**config.mk**
```make
export PLATFORM = sky130hd
export DESIGN_NAME = des_ip_loader
export DESIGN_NICKNAME = d
export VERILOG_FILES = /design/src/rtl/des_pkg.sv /design/src/rtl/des_ip_perm.sv /design/src/rtl/des_ip_loader.sv
export SDC_FILE = /design/constraint.sdc
export NUM_CORES = 1
export LEC_CHECK = 0
export CELL_PAD_IN_SITES_DETAIL_PLACEMENT = 0
export CELL_PAD_IN_SITES_GLOBAL_PLACEMENT = 2
export CORE_MARGIN = 4
export CORE_UTILIZATION = 37
export CTS_BUF_LIST = sky130_fd_sc_hd__clkbuf_8
export CTS_CLUSTER_DIAMETER = 40
export CTS_CLUSTER_SIZE = 16
export DETAILED_ROUTE_END_ITERATION = 8
export GPL_ROUTABILITY_DRIVEN = 1
export GPL_TIMING_DRIVEN = 0
export PLACE_DENSITY_LB_ADDON = 0.1
export SLEW_MARGIN = 20
export SYNTH_ARGS = -nofsm -noshare
export SYNTH_HDL_FRONTEND = slang
export SYNTH_HIERARCHICAL = 1
export SYNTH_SLANG_ARGS = --single-unit
```
**constraint.sdc**
```tcl
create_clock -name clk -period 6.21 [get_ports clk]
set_clock_uncertainty 0.15 [all_clocks]
set_input_delay 0.621 -clock clk [delete_from_list [all_inputs] [get_ports clk]]
set_output_delay 0.621 -clock clk [all_outputs]
set_load 0.02 [all_outputs]
```
**src/rtl/des_pkg.sv**
```systemverilog
// Shared DES definitions: block/half typedefs, block size and the initial-permutation table.
package des_pkg;

    typedef logic [63:0] des_block_t;
    typedef logic [31:0] des_half_t;

    localparam int unsigned BLOCK_BYTES = 8;

    // IP_TABLE[i] = 1-based DES input bit feeding output bit i+1 (DES bit 1 = vector MSB).
    localparam int unsigned IP_TABLE [64] = '{
        58, 50, 42, 34, 26, 18, 10, 2,
        60, 52, 44, 36, 28, 20, 12, 4,
        62, 54, 46, 38, 30, 22, 14, 6,
        64, 56, 48, 40, 32, 24, 16, 8,
        57, 49, 41, 33, 25, 17,  9, 1,
        59, 51, 43, 35, 27, 19, 11, 3,
        61, 53, 45, 37, 29, 21, 13, 5,
        63, 55, 47, 39, 31, 23, 15, 7
    };

endpackage

```
**src/rtl/des_ip_perm.sv**
```systemverilog
// Purely combinational DES initial permutation driven from the shared table.
module des_ip_perm
    import des_pkg::*;
(
    input  des_block_t blk_i,
    output des_block_t blk_o
);

    always_comb begin
        blk_o = '0;
        for (int i = 0; i < 64; i++) begin
            blk_o[63 - i] = blk_i[64 - IP_TABLE[i]];
        end
    end

endmodule

```
**src/rtl/des_ip_loader.sv**
```systemverilog
// DES input front end: byte assembly, IP and output FIFO.
// Optional DES_IP_LOADER_BYPASS_EN adds bypass_ip to store blocks unpermuted.
module des_ip_loader
    import des_pkg::*;
#(
    parameter int unsigned DEPTH = 2,
    parameter int unsigned CNT_W = 16
) (
    input  logic             clk,
    input  logic             rst,
    input  logic [7:0]       in_data,
    input  logic             in_sof,
    input  logic             in_valid,
    output logic             in_ready,
    output logic [31:0]      out_l,
    output logic [31:0]      out_r,
    output logic             out_valid,
    input  logic             out_ready,
    output logic [CNT_W-1:0] blk_cnt,
    output logic             sof_err
`ifdef DES_IP_LOADER_BYPASS_EN
    ,
    input  logic             bypass_ip
`endif
);

    localparam int unsigned PtrW = (DEPTH > 1) ? $clog2(DEPTH) : 1;
    localparam int unsigned OccW = $clog2(DEPTH) + 1;

    logic [2:0]       cnt_q, cnt_d;
    des_block_t       shreg_q, shreg_d;
    des_block_t       mem_q [DEPTH];
    logic [PtrW-1:0]  wr_ptr_q, rd_ptr_q;
    logic [OccW-1:0]  occ_q, occ_d;
    logic [CNT_W-1:0] blk_cnt_q;
    logic             sof_err_q;

    logic       accept, abort, push, pop, full, bypass;
    des_block_t block, block_ip, wdata;

`ifdef DES_IP_LOADER_BYPASS_EN
    assign bypass = bypass_ip;
`else
    assign bypass = 1'b0;
`endif

    assign full     = (occ_q == OccW'(DEPTH));
    assign in_ready = (cnt_q != 3'd7) || !full;
    assign accept   = in_valid && in_ready;
    assign abort    = accept && in_sof && (cnt_q != 3'd0);
    assign push     = accept && !abort && (cnt_q == 3'd7);
    assign out_valid = (occ_q != '0);
    assign pop      = out_valid && out_ready;

    assign block = {shreg_q[55:0], in_data};

    des_ip_perm u_ip_perm (
        .blk_i (block),
        .blk_o (block_ip)
    );

    assign wdata = bypass ? block : block_ip;

    always_comb begin
        cnt_d   = cnt_q;
        shreg_d = shreg_q;
        if (accept) begin
            if (abort) begin
                // Aborting byte restarts assembly as byte 0.
                cnt_d   = 3'd1;
                shreg_d = {56'b0, in_data};
            end else begin
                cnt_d   = cnt_q + 3'd1;
                shreg_d = block;
            end
        end
    end

    always_comb begin
        occ_d = occ_q;
        unique case ({push, pop})
            2'b10:   occ_d = occ_q + OccW'(1);
            2'b01:   occ_d = occ_q - OccW'(1);
            default: occ_d = occ_q;
        endcase
    end

    always_ff @(posedge clk or posedge rst) begin
        if (rst) begin
            cnt_q     <= '0;
            shreg_q   <= '0;
            wr_ptr_q  <= '0;
            rd_ptr_q  <= '0;
            occ_q     <= '0;
            blk_cnt_q <= '0;
            sof_err_q <= 1'b0;
            for (int i = 0; i < int'(DEPTH); i++) mem_q[i] <= '0;
        end else begin
            cnt_q     <= cnt_d;
            shreg_q   <= shreg_d;
            occ_q     <= occ_d;
            sof_err_q <= abort;
            if (push) begin
                mem_q[wr_ptr_q] <= wdata;
                wr_ptr_q  <= (wr_ptr_q == PtrW'(DEPTH - 1)) ? '0 : wr_ptr_q + PtrW'(1);
                blk_cnt_q <= blk_cnt_q + CNT_W'(1);
            end
            if (pop) begin
                rd_ptr_q <= (rd_ptr_q == PtrW'(DEPTH - 1)) ? '0 : rd_ptr_q + PtrW'(1);
            end
        end
    end

    assign out_l   = mem_q[rd_ptr_q][63:32];
    assign out_r   = mem_q[rd_ptr_q][31:0];
    assign blk_cnt = blk_cnt_q;
    assign sof_err = sof_err_q;

endmodule
```
Yosys cells after proc, flatten, opt, wreduce, memory -nomap -nowiden
Cells that the tools add are included.
{"block": "classes", "add_sub_neg": 6, "mul": 0, "n_div": 0, "magnitude_cmp": 3, "n_eq_ne": 5, "n_shift": 0, "muxes": 11, "bitwise": 2, "reduce_logical": 13}
{"op": "$mux 64", "n": 4}
{"op": "$bwmux 128", "n": 1}
{"op": "$demux 64 s1", "n": 1}
{"op": "$mux 56", "n": 1}
{"op": "$add 16x1->16 const B", "n": 1}
{"op": "$logic_and 1x1->1", "n": 7}
{"op": "$eq 2x2->1 const B", "n": 2}
{"op": "$ge 2x2->1 const B", "n": 2}
{"op": "$not 1->2", "n": 2}
{"op": "$pmux 2 s2", "n": 1}
{"op": "$reduce_bool 2->1", "n": 2}
{"op": "$add 3x1->3 const B", "n": 1}
{"op": "$eq 3x3->1 const B", "n": 1}
{"op": "$mux 3", "n": 1}
{"op": "$ne 3x3->1 const B", "n": 1}
{"op": "$reduce_bool 3->1", "n": 1}
{"op": "$add 1x1->1 const B", "n": 2}
{"op": "$add 2x1->2 const B", "n": 1}
{"op": "$eq 2x1->1 const B", "n": 1}
{"op": "$logic_not 1->1", "n": 2}
{"op": "$lt 2x1->1 const B", "n": 1}
{"op": "$mux 1", "n": 2}
{"op": "$sub 2x1->2 const B", "n": 1}
{"op": "$logic_or 1x1->1", "n": 1}
{"block": "word_totals", "ff_bits": 208, "latchBits": 0, "mem_bits_rw": 0, "romBits": 0, "input_bits": 13, "output_inout_bits": 83, "elab_cells": 49, "mem_count": 0}

Logic depth before layout (Yosys ltp)
Gate-level depths: netlist of the first run.
{"block": "logic_depth", "word_depth": 11, "mapped_depth": 9}

Hierarchy
The synthesis of the first run kept the hierarchy.
{"mod": "des_ip_loader", "instances": 1, "cells_each": 668, "area_each_um2": 9167.5, "seq_area_each_um2": 5205.0}
{"mod": "des_ip_perm", "instances": 1, "cells_each": 64, "area_each_um2": 480.5, "seq_area_each_um2": 0.0}

Worst setup path after synthesis of the first run
Ideal clock, no wire load.
{"block": "synth_path", "path_type": "reg-to-output", "from": "register rd_ptr_q", "to": "output out_l[0]", "arrival_ns": 1.407, "required_time_ns": 5.439, "setup_slack_ns": 4.032, "stages_incl_launch_ff": 4, "n_path_buf": 2, "cell_sequence": "dfrtp_1 clkbuf_1 clkbuf_1 mux2_2"}
{"block": "synth_between", "elab_chain_cells": 4}
{"element": "start: declaration", "line": "des_ip_loader.sv:33", "source": "logic [PtrW-1:0] wr_ptr_q, rd_ptr_q;"}
{"element": "start signal: assignment", "line": "des_ip_loader.sv:109", "source": "rd_ptr_q <= (rd_ptr_q == PtrW'(DEPTH - 1)) ? '0 : rd_ptr_q + PtrW'(1);"}
{"element": "$not 1->2 (not written as such)", "line": "des_ip_loader.sv:114", "source": "assign out_l = mem_q[rd_ptr_q][63:32];"}
{"element": "$mux 64 (3 in series)"}
{"element": "end: declaration", "line": "des_ip_loader.sv:15", "source": "output logic [31:0] out_l,"}
No other way between the ends. The select of a mux whose other input is x is not followed.

Final worst setup path of the first run
{"block": "layout_path", "from": "register rd_ptr_q", "to": "output out_r[12]"}
{"block": "layout_between", "elab_chain_cells": 4}
{"element": "$not 1->2 (not written as such)", "line": "des_ip_loader.sv:115", "source": "assign out_r = mem_q[rd_ptr_q][31:0];"}
{"element": "$mux 64 (not written as such) (3 in series)", "line": "des_ip_loader.sv:115"}
{"element": "end: declaration", "line": "des_ip_loader.sv:16", "source": "output logic [31:0] out_r,"}
No other way between the ends. The select of a mux whose other input is x is not followed.

==> out/metrics.yaml, run 1 <==
drc_errors: 0
synth.most_common_cell: "dfrtp_1"
synthMuxAreaShare_pct: 25.8
netlist_top_cells_area: "dfrtp_1, mux2_2, mux2_4, buf_4, nand2_1"
syn_nets: 750
yosys-top-cells-count: "dfrtp_1, mux2_2, nand2_1, buf_4, mux2_4"
hp-class: "input port to asynchronous set/reset pin"
ys_types: 34
dieArea_um2: 28700
arrival_ns: 3.06
cts_resized: 0
clk_pin_slew_ns: 0.07
fmax_mhz: 261
r2r_slack_ns: 3.80
crit_path_cell_trace: "clkbuf_1 -> clkbuf_1 -> mux2_2 -> clkdlybuf4s50_1"
cts_htree_levels: 2
postCtsHoldBufs: 0
diodes: 0
drt_iter0_markers: 258
power_density_nw_per_um2: 353
pre_cts_slack_ns: 2.81
synth_fa_ha_area_share_pct: 0.648
slowest_delay_ns: 0.63
r2r-start: "cnt_q[1]"
dpl-instance-area_um2: 11200
cp_slowest_cell: "clkbuf_1"
period_share_pct: 61.6
synth_top_family_by_area: "multiplexers"
gp_congestion: 0.737
first_pass_iters: 4
grt_max_degree: 36
synth_edf_count: 0
antenna_found_initial: 0
synth-seq-cells: 208
core_area_um2: 25400
wire_per_inst_um: 17.7
cp.required_ns: 5.44
die_w_um: 169
critPathLaunchType: "flip-flop"
num-fill-cells: 2306
period_needed_ns: 3.83
fin_area_um2: 12000
cts_buffers: 37
yosysWarnings: 6
final-setup-viol-count: 0
r2r_cells: 8
postRouteAntennaNets: 0
synthXorXnorAreaFrac_pct: 1.82
worst_slew_pin_slew_ns: 0.827
die_h_um: 169
ys.flop_type: "dfrtp_1"
outcome: "completed"
max-slew-margin-rel_pct: 44.9
seqCellArea_um2: 5200
cts_sinks: 208
synth.avg_cell_area_um2: 13.2
ios: 96
synth_compound_area_share_pct: 3.14
layout_setup_ws_ns: 2.38
ir_drop_v: 0.000159
grt_use_total_pct: 15.7
grt_pass1_vias: 6549
cts_setup_buffers: 0
yosys.area_share.simple_pct: 6.26
max_cap_violations: 0
reg2reg_to: "mem_q[108]"
start_util_pct: 38.0
async_reset_ff_share_pct: 100
drt_wl_total_um: 21800
fp-row-count: 58
hpwl_um: 14600
cts_root_buf: "clkbuf_8"
finalMaxSlewViolations: 0
path_max_fanout: 10
crit_path_frequent_cell: "clkbuf_1"
power_mw: 4.25
power.leakage_nw: 5.62
vias: 5806
rsz0062_at_grt: "no"
fin_tns_setup_ns: 0
clock_latency_ns: 0.52
grt.overflow.total: 0
cts_tree: "done"
grt_pass1_wl_um: 36100
cp-end-kind: "output port"
area_growth_pct: 24.7
clockBufferDepth: 3
finalHoldViolCount: 0
via_per_inst: 4.72
nets: 891
yosys.area.top_type: "dfrtp_1"
netlist_area_um2: 9650
syn_inst: 732
drive_above_1_share_pct: 38.0
ys_seq_area_share_pct: 53.9
multiInputGateArea_um2: 3630
io_buffers: 95
path_class: "flip-flop to output port"
finish.utilization_pct: 47.3
yosysTopAreaCellShare_pct: 53.9
==> stage by stage <==
step	std cells	hold WS, ns
4_1_cts	1231	0.291
5_1_grt	1231	0.335
2_1_floorplan	732	0.301
6_report	1231	0.314
3_3_place_gp	1157	0.313
3_5_place_dp	1164	0.323
==> placed cells by master, fill, tap and decap left out, types with 18 or more instances in the layout <==
master / count
clkbuf_8: 45
mux2_4: 60
clkdlybuf4s50_1: 95
dfrtp_1: 208
buf_4: 64
nand2_1: 112
o21ai_0: 50
xnor2_1: 18
mux2_2: 123
clkbuf_1: 21
==> where the power goes <==
group | switching (mW) | total (mW) | internal, mW
combinational | 0.528 | 1.09 | 0.559
clock | 0.605 | 1.44 | 0.839
sequential | 0.144 | 1.72 | 1.57
total | 1.28 | 4.25 | 2.97
==> metal layers <==
layer  track usage [%]  part of all wire [%]
met1              21.5                    47
met2              25.7                    47
met3              2.91                   3.7
met4              4.34                   2.0
met5                 0                     0
==> registers in the layout (all words and copies together), names as in the netlist <==
register,cells
blk_cnt,16
cnt_q,3
mem_q,128
occ_q,2
rd_ptr_q,1
shreg_q,56
sof_err,1
wr_ptr_q,1
==> area by class of cell <==
cell class              count  share of cell area, %
plain buffers             103                   6.62
multi-input cells         417                   30.2
inverters                   4                  0.156
clock inverters            22                   1.97
flip-flops and latches    208                   43.3
well taps                 330                   3.43
repair buffers            102                   9.20
clock buffers              45                   5.15
==> critical path: cells and delay by family, from the launching register on <==
family | cells | cell delay [ns]
DFF | 1 | 0.34
muxes | 1 | 0.44
buffers and inverters | 3 | 1.75
==> worst max-delay path by stage <==
stage | start | end | slack, ns | cells after the start
floorplan | rst | blk_cnt[0] | 2.74 | 1
global placement | rst | mem_q[86] | 1.13 | 2
detailed placement | rd_ptr_q | out_r[12] | 2.81 | 4
CTS | rd_ptr_q | out_r[12] | 2.20 | 4
global route | rd_ptr_q | out_r[12] | 2.21 | 4
finish | rd_ptr_q | out_r[12] | 2.38 | 4
==> cells by family (layout without fill, tap and decap cells) <==
group / Yosys count / in the layout
AND/OR/NAND/NOR: 138 / 138
adder cells (fa/ha/maj): 5 / 5
flip-flops: 208 / 208
buffers and inverters: 107 / 276
multiplexers: 201 / 201
AO/OA/AOI/OAI: 53 / 53
XOR/XNOR: 20 / 20
(Power assumes the default switching activity.)
==> run 2: changes to the inputs <==
--- a/config.mk
+++ b/config.mk
@@ -8,7 +8,7 @@
 export CELL_PAD_IN_SITES_DETAIL_PLACEMENT = 0
 export CELL_PAD_IN_SITES_GLOBAL_PLACEMENT = 2
 export CORE_MARGIN = 4
-export CORE_UTILIZATION = 37
+export CORE_UTILIZATION = 40
 export CTS_BUF_LIST = sky130_fd_sc_hd__clkbuf_8
 export CTS_CLUSTER_DIAMETER = 40
 export CTS_CLUSTER_SIZE = 16
==> constraint.sdc (replaced) <==
create_clock -name clk -period 3.8 [get_ports clk]
set_clock_uncertainty 0.15 [all_clocks]
set_input_delay 0.38 -clock clk [delete_from_list [all_inputs] [get_ports clk]]
set_output_delay 0.38 -clock clk [all_outputs]
set_load 0.02 [all_outputs]
==> out/metrics.yaml, run 2 (synthesis gave the netlist of run 1 again) <==
layout_setup_ws_ns: 0.245  # -2.14 ns
postCtsHoldBufs: 0  # unchanged
cts_buffers: 37  # unchanged
outcome: "completed"
drt_iter0_markers: 206  # -20%
crit_path_cell_trace: "clkbuf_1 -> clkbuf_1 -> mux2_2 -> clkdlybuf4s50_1"
power_frac_clock_pct: 34.3  # +0.3 points
grtUsageMet3_pct: 3.33  # +0.42 points
power.leakage_nw: 5.64  # +0.30%
finalMaxSlewViolations: 0  # unchanged
grt.overflow.total: 0  # unchanged
vias: 5822  # +0.28%
path_max_fanout: 10  # unchanged
max_cap_violations: 0  # unchanged
crit_path_frequent_cell: "clkbuf_1"
clockBufferDepth: 3  # unchanged
grt_pass1_vias: 6470  # -1.2%
crit_start: "rd_ptr_q"
slowest_delay_ns: 0.60  # -0.03 ns
mostFrequentLayoutCell: "dfrtp_1"
cts_sinks: 208  # unchanged
nets: 890  # -0.11%
cp_slowest_cell: "clkbuf_1"
cp-end-kind: "output port"
fp-row-count: 56  # -3.4%
postRouteAntennaNets: 0  # unchanged
io_buffers: 95  # unchanged
drive_above_1_share_pct: 37.8  # -0.11 points
comb_power_share_pct: 25.6  # about the same
wire_per_inst_um: 17.7  # about the same
diodes: 0  # unchanged
grt.busiest_layer: "met2"
cts_resized: 0  # unchanged
p_int_mw: 4.93  # +66%
cts_setup_buffers: 0  # unchanged
multiInputGateArea_um2: 3630  # unchanged
cts_htree_levels: 2  # unchanged
largest_reg_flops: 128  # unchanged
arrival_ns: 3.03  # -0.03 ns
r2r_cells: 8  # unchanged
final-setup-viol-count: 0  # unchanged
period_share_pct: 93.6
r2r_slack_ns: 1.43  # -2.37 ns
gp_congestion: 0.741  # +0.60%
reg2reg_to: "mem_q[93]"
power_mw: 7.00  # +65%
die_w_um: 163  # -3.6%
max-slew-margin-rel_pct: 44.8  # -0.097 points
dp_cells: 1152  # -1.0%
drc_errors: 0  # unchanged
via_per_inst: 4.77  # +1.2%
grt_use_met1_pct: 23.0  # +1.5 points
seqCellArea_um2: 5200  # unchanged
clock_latency_ns: 0.53  # about the same
layout_common_cells: "dfrtp_1, mux2_2, nand2_1, clkdlybuf4s50_1, buf_4"
p_sw_mw: 2.06  # +62%
period_needed_ns: 3.56
fin_area_um2: 12000  # -0.24%
cts_tree: "done"
ir_drop_v: 0.000322  # +100%
rsz0062_at_grt: "no"
dpl-instance-area_um2: 11100  # -0.44%
swShare_pct: 29.5  # -0.56 points
cp.required_ns: 3.27  # -2.17 ns
hp-class: "input port to asynchronous set/reset pin"
num-fill-cells: 2112  # -8.4%
path_class: "flip-flop to output port"
start_util_pct: 40.9  # +2.9 points
power_density_nw_per_um2: 583  # +65%
area_growth_pct: 24.4
die_h_um: 163  # -3.6%
critPathLaunchType: "flip-flop"
ios: 96  # unchanged
fmax_mhz: 281
drt_wl_total_um: 21600  # -0.85%
finalHoldViolCount: 0  # unchanged
antenna_found_initial: 0  # unchanged
pre_cts_slack_ns: 0.722  # -2.09 ns
largest-register: "mem_q"
first_pass_iters: 4  # unchanged
clk_pin_slew_ns: 0.06  # about the same
grt_use_total_pct: 16.7  # +1.1 points
hpwl_um: 14400  # -0.99%
grt_pass1_wl_um: 35300  # -2.2%
worst_slew_pin_slew_ns: 0.829  # +0.00146 ns
power_frac_seq_pct: 40.1  # -0.3 points
grt_util_met2_pct: 26.9  # +1.2 points
instances_no_fill: 1220  # -0.89%
r2r-start: "cnt_q[1]"
holdWs_ns: 0.154  # -0.160 ns
dieArea_um2: 26700  # -7.2%
grt_max_degree: 35  # -2.8%
cts_root_buf: "clkbuf_8"
core_area_um2: 23600  # -7.0%
run 2: per-layer routing:
layer  wire length, um  vias to the layer above
met2             10100                      126
met3               892                       40
li1                  -                     2713
met5                 0                        -
met4               522                        0
met1             10000                     2943
run 2: worst max-delay path by stage:
stage / to / slack (ns) / depth (start not counted)
after floorplan: blk_cnt[0] / 0.57 / 1
after global placement: mem_q[86] / -1.0 / 2
after detailed placement: out_l[7] / 0.72 / 4
after CTS: out_l[7] / 0.15 / 4
after global routing: out_r[27] / 0.07 / 4
final: out_r[27] / 0.24 / 4
run 2: area by class of cell:
class	instances	share of cell area, %
Sequential cell	208	43.4
Timing Repair Buffer	101	8.93
Tap cell	319	3.33
Inverter	4	0.156
Buffer	103	6.63
Multi-Input combinational cell	417	30.3
Clock inverter	22	2.02
Clock buffer	46	5.28
run 2: per-stage QoR:
stage | setup TNS [ns] | utilization (%)
5_1_grt | 0 | 50.8
4_1_cts | 0 | 50.8
6_report | 0 | 50.8
2_1_floorplan | 0 | -
3_3_place_gp | -202.04 | 46.6
3_5_place_dp | 0 | 47.1
run 2: critical path: cells and delay by family, from the launching register on:
| family | cells | cell delay [ns] |
|---|---|---|
| DFF | 1 | 0.34 |
| muxes | 1 | 0.42 |
| buffers and inverters | 3 | 1.75 |
run 2: power by group through the flow:
stage	clock network, mW	logic [mW]	registers [mW]
after floorplan	0	1.21	2.79
after global placement	0	1.76	2.82
after detailed placement	0	1.82	2.85
after CTS	2.48	1.83	2.81
after global routing	2.58	1.94	2.86
final	2.40	1.79	2.81
